### src/rtl/dx_latch.sv
// -----------------------------------------------------------------------------
// dx_latch : decode/execute pipeline register of the 5-stage core.
//
// Captures PC and instruction from the fetch/decode latch, exposes the decoded
// instruction fields and type flags combinationally from the registered word,
// inserts NOP bubbles on flush, holds on stall and emits a one-cycle start
// pulse to the multdiv unit when a valid R-type mul/div is captured.
//
// Optional feature (macro DX_STALL_CNT_EN): adds stall_cnt[15:0], a saturating
// count of cycles with stall=1 and flush=0, cleared only by reset.
//
// Ports:
//   clock, reset         rising-edge clock, synchronous active-high reset
//   stall, flush         hazard hold / branch-taken bubble insert
//   pc_in, insn_in,      incoming slot (PC, word, valid)
//   valid_in
//   pc_out, insn_out,    registered slot
//   valid_out
//   opcode..aluop        5-bit instruction fields of insn_out
//   imm17, target        raw immediate / jump target of insn_out (no extension)
//   is_r, is_i, is_j     instruction type flags (all 0 for an empty NOP slot)
//   md_start             one-cycle multdiv start pulse
//   stall_cnt            (DX_STALL_CNT_EN only) saturating stall cycle count
// -----------------------------------------------------------------------------
module dx_latch #(
    parameter int          PC_W     = 32,
    parameter logic [31:0] NOP_WORD = 32'h0000_0000
) (
    input  logic            clock,
    input  logic            reset,
    input  logic            stall,
    input  logic            flush,
    input  logic [PC_W-1:0] pc_in,
    input  logic [31:0]     insn_in,
    input  logic            valid_in,
    output logic [PC_W-1:0] pc_out,
    output logic [31:0]     insn_out,
    output logic            valid_out,
    output logic [4:0]      opcode,
    output logic [4:0]      rd,
    output logic [4:0]      rs,
    output logic [4:0]      rt,
    output logic [4:0]      shamt,
    output logic [4:0]      aluop,
    output logic [16:0]     imm17,
    output logic [26:0]     target,
    output logic            is_r,
    output logic            is_i,
    output logic            is_j,
`ifdef DX_STALL_CNT_EN
    output logic [15:0]     stall_cnt,
`endif
    output logic            md_start
);

    // A valid R-type mul (00110) or div (00111) in the incoming slot.
    logic md_hit;
    assign md_hit = valid_in && (insn_in[31:27] == 5'b00000) &&
                    ((insn_in[6:2] == 5'b00110) || (insn_in[6:2] == 5'b00111));

    always_ff @(posedge clock) begin
        if (reset) begin
            pc_out    <= '0;
            insn_out  <= NOP_WORD;
            valid_out <= 1'b0;
            md_start  <= 1'b0;
        end else if (flush) begin
            // flush wins over stall: the slot becomes a bubble, PC still advances
            pc_out    <= pc_in;
            insn_out  <= NOP_WORD;
            valid_out <= 1'b0;
            md_start  <= 1'b0;
        end else if (stall) begin
            // hold everything, but never repeat the start pulse
            md_start  <= 1'b0;
        end else begin
            pc_out    <= pc_in;
            insn_out  <= valid_in ? insn_in : NOP_WORD;
            valid_out <= valid_in;
            md_start  <= md_hit;
        end
    end

`ifdef DX_STALL_CNT_EN
    always_ff @(posedge clock) begin
        if (reset)
            stall_cnt <= '0;
        else if (stall && !flush && (stall_cnt != 16'hFFFF))
            stall_cnt <= stall_cnt + 16'd1;
    end
`endif

    assign opcode = insn_out[31:27];
    assign rd     = insn_out[26:22];
    assign rs     = insn_out[21:17];
    assign rt     = insn_out[16:12];
    assign shamt  = insn_out[11:7];
    assign aluop  = insn_out[6:2];
    assign imm17  = insn_out[16:0];
    assign target = insn_out[26:0];

    // Word 0 shares opcode 00000 with R-type; an empty slot must not look like one.
    logic nop_slot;
    assign nop_slot = !valid_out && (insn_out == 32'h0000_0000);

    always_comb begin
        is_r = 1'b0;
        is_i = 1'b0;
        is_j = 1'b0;
        if (!nop_slot) begin
            case (opcode)
                5'b00000:                                  is_r = 1'b1;
                5'b00101, 5'b00111, 5'b01000,
                5'b00010, 5'b00110:                        is_i = 1'b1;
                5'b00001, 5'b00011, 5'b10101,
                5'b10110, 5'b00100:                        is_j = 1'b1;
                default: ;
            endcase
        end
    end

endmodule

### config.mk
export PLATFORM = sky130hd
export DESIGN_NAME = dx_latch
export DESIGN_NICKNAME = d
export VERILOG_FILES = /design/src/rtl/dx_latch.sv
export SDC_FILE = /design/constraint.sdc
export NUM_CORES = 1
export LEC_CHECK = 0
export ABC_AREA = 1
export CAP_MARGIN = 5
export CELL_PAD_IN_SITES_DETAIL_PLACEMENT = 1
export CELL_PAD_IN_SITES_GLOBAL_PLACEMENT = 2
export CORE_MARGIN = 8
export CORE_UTILIZATION = 19
export DETAILED_ROUTE_END_ITERATION = 12
export PLACE_DENSITY_LB_ADDON = 0.1
export SLEW_MARGIN = 20
export SYNTH_ARGS = -nofsm -noshare
export SYNTH_HDL_FRONTEND = slang
export SYNTH_SLANG_ARGS = --single-unit
### constraint.sdc
create_clock -name clock -period 1.6 [get_ports clock]
set_input_delay 0.16 -clock clock [delete_from_list [all_inputs] [get_ports clock]]
set_output_delay 0.16 -clock clock [all_outputs]
set_load 0.03 [all_outputs]
==> metrics <==
Clock Sinks 66; WHS Path Cells 3; Die X 146 um; drt wl/cell 15.9 um; TritonCTS clock tree yes; worst ir drop on vdd 0.000457 V; kind of critical path flip-flop to output port; Worst Clk Skew 0 ps; Hold Path Class input pin to flip-flop; Leak 2.59 nW; r2r startpoint insn_out[30]; Seq/Total Area, Yosys 41.3%; final period utilization 97.6%; leading area contributor after synthesis dfxtp_1; DR vias 3141; clock latency at the later pin of the worst-skew pair between 300 and 400 ps; Max Transition Viols Final 0; top cells by area, synth dfxtp_1, buf_4, nor2_1; critical path cell sequence clkdlybuf4s50_1; R2R depth 2; max cap viols 0; Synth Area in Compound Gates 12.1%; Starting Density 19.4%; pin count of the biggest net entering global routing 33; die span in y around 150 um; Core ar. 0.0165 mm^2; Data required, critical path 1440 ps; Worst Path Max Fanout 6; 1st-iter DRT viols 46; full die area 0.0212 mm^2; router iterations before antenna repair 4; Tot GR Track Use 11.7%; final hold slack 171 ps; Register Area ~0.0013 mm^2; cell row count 47; CP Buf/Inv Count 1; largest stage delay on the critical path around 690 ps; met3 usage 6.47%; Arrival @ worst endpoint 1400 ps; hold wc startpoint stall; syn_area_per_cell 7.47 um^2; vias in the first global route between 3000 and 4000; Mapped Cells 428; Setup crit start insn_out[3]; P&R area growth vs syn 65.4%; Tmin final 1560 ps; Top delay family on crit path buffers and inverters; ratio of cells with drive above 1 in the final layout 13.8%; RD Place Congestion 0.701; CP Launch Type flip-flop; post-synthesis xor/xnor area fraction 0%; GRT met1 Usage 12.8%; main combinational cell family by area after synthesis buffers and inverters; YS warnings 0; Num CTS Buffers 9; aggregate global routing overflow 0; DRT antenna net count 0; clock root cell clkbuf_16; Port Buffers 211; Most Crowded Layer GR met2; placed instance count approximately 780; Adder-Cell Fraction of Synth Area 0%; Finished Layout Cells 791; slowest stage cell, crit path clkdlybuf4s50_1; Post-CTS Setup Repair Bufs 0; Fmax approximately 0.64 GHz; global-route wire length before repair roughly 20000 um; unrepaired setup endpoints after global routing true; Ports 212; initial antenna violation count 2; status finished clean; mapped cell area 0.00320 mm^2; vias per inst 3.97; met2 usage around a fifth; Residual DRC 0; routed wire length between 10000 and 15000 um; synth unique cells 22; Final Hold Viols 0; DP HPWL ~9600 um; Stages on worst setup path 1; Layout fillers 1989; post-synth top area share approximately two fifths; mux contribution to synthesized area 0%; H-Tree Depth 3; Layout Nets 635; Synth Area in Simple Gates 22.0%; CP Capture Type output port; Multi-input gate area 0.00111 mm^2; ant diodes 0; clk buf depth 2; number of synthesized register bits 66; Net Count, Synth 497; worst slew pin tran 578 ps; relative slew slack 61.4%; pwr dens 898 mW/mm^2; Final setup violation count 0; Worst-path clk slew roughly 60 ps
what timing repair did:
| item | CTS | global route |
|---|---|---|
| hold buffers | 0 | 0 |
| gates resized for setup | 102 | 25 |
| setup endpoints to repair | 108 | 18 |
| pin swaps | 0 | 3 |
kinds of logic (layout without fill, tap and decap cells):
group	Yosys count	after routing
AOI/OAI and AO/OA	68	68
buffers and inverters	120	263
DFF	66	66
and+or+nand+nor	174	174
flip-flops by register name, summed over array words and instances, names as in the netlist:
signal and count:
pc_out 32, md_start 1, insn_out 32, valid_out 1
cell type report:
type                    count  share of cell area [%]
flip-flops and latches     66                    25.5
inverters                  27                    1.96
clock buffers              10                    4.52
well taps                 220                    5.20
multi-input cells         242                    20.9
clock inverters             6                    1.25
repair buffers            220                    40.7
layer usage:
| metal | routed length (um) | share of wire, % |
|---|---|---|
| met1 | 5050 | 40 |
| met2 | 5840 | 46 |
| met3 | 1520 | 12 |
| met4 | 161 | 1.3 |
| met5 | 29 | 0.23 |
synthesized netlist by cell type:
library cell	number
nand4_1	3
nand2_1	68
inv_2	2
buf_8	1
inv_1	24
nand2_2	12
a21oi_1	22
nor2_1	85
clkbuf_2	3
nor3_1	1
buf_4	77
nand2_4	1
buf_6	3
a31oi_1	1
clkbuf_1	3
buf_2	5
nand3_1	4
buf_1	1
inv_4	1
dfxtp_1	66
a21oi_2	12
o21ai_0	33
path summary, 6_finish.rpt:
kind | to | slack [ps]
min reg2reg | valid_out | 490
max | target[3] | 40
min | insn_out[2] | 170
max reg2reg | insn_out[30] | 810
power by group:
part,internal [mW],switching [mW]
combinational,0.414,0.515
clock,1.25,0.798
sequential,1.72,0.0519
total,3.38,1.37
metrics by stage:
stage | utilization (%) | cell area, um^2 | setup TNS, ps | power (mW) | setup slack (ps)
after detailed placement | 30.5 | 5030 | 0 | 2.78 | 83.5
final | 32.0 | 5290 | 0 | 4.75 | 37.8
after floorplan | - | 3200 | 0 | 2.30 | 126
after global routing | 32.0 | 5290 | -16.5 | 4.98 | -16.5
after CTS | 31.7 | 5240 | 0 | 4.85 | 4.36
after global placement | 30.5 | 5030 | 0 | 2.77 | 134
cell usage in the layout (no fill, tap or decap), types with 3 or more instances in the layout:
cell type	n
a21oi_1	21
a21oi_2	13
buf_12	6
buf_4	6
clkbuf_16	9
clkdlybuf4s50_1	104
clkinvlp_4	3
dfxtp_1	48
dfxtp_2	17
dlygate4sd2_1	93
dlymetal6s2s_1	10
inv_1	24
nand2_1	68
nand2_2	12
nand3_1	4
nand4_1	3
nor2_1	82
o21ai_0	33
(Power assumes the default switching activity.)
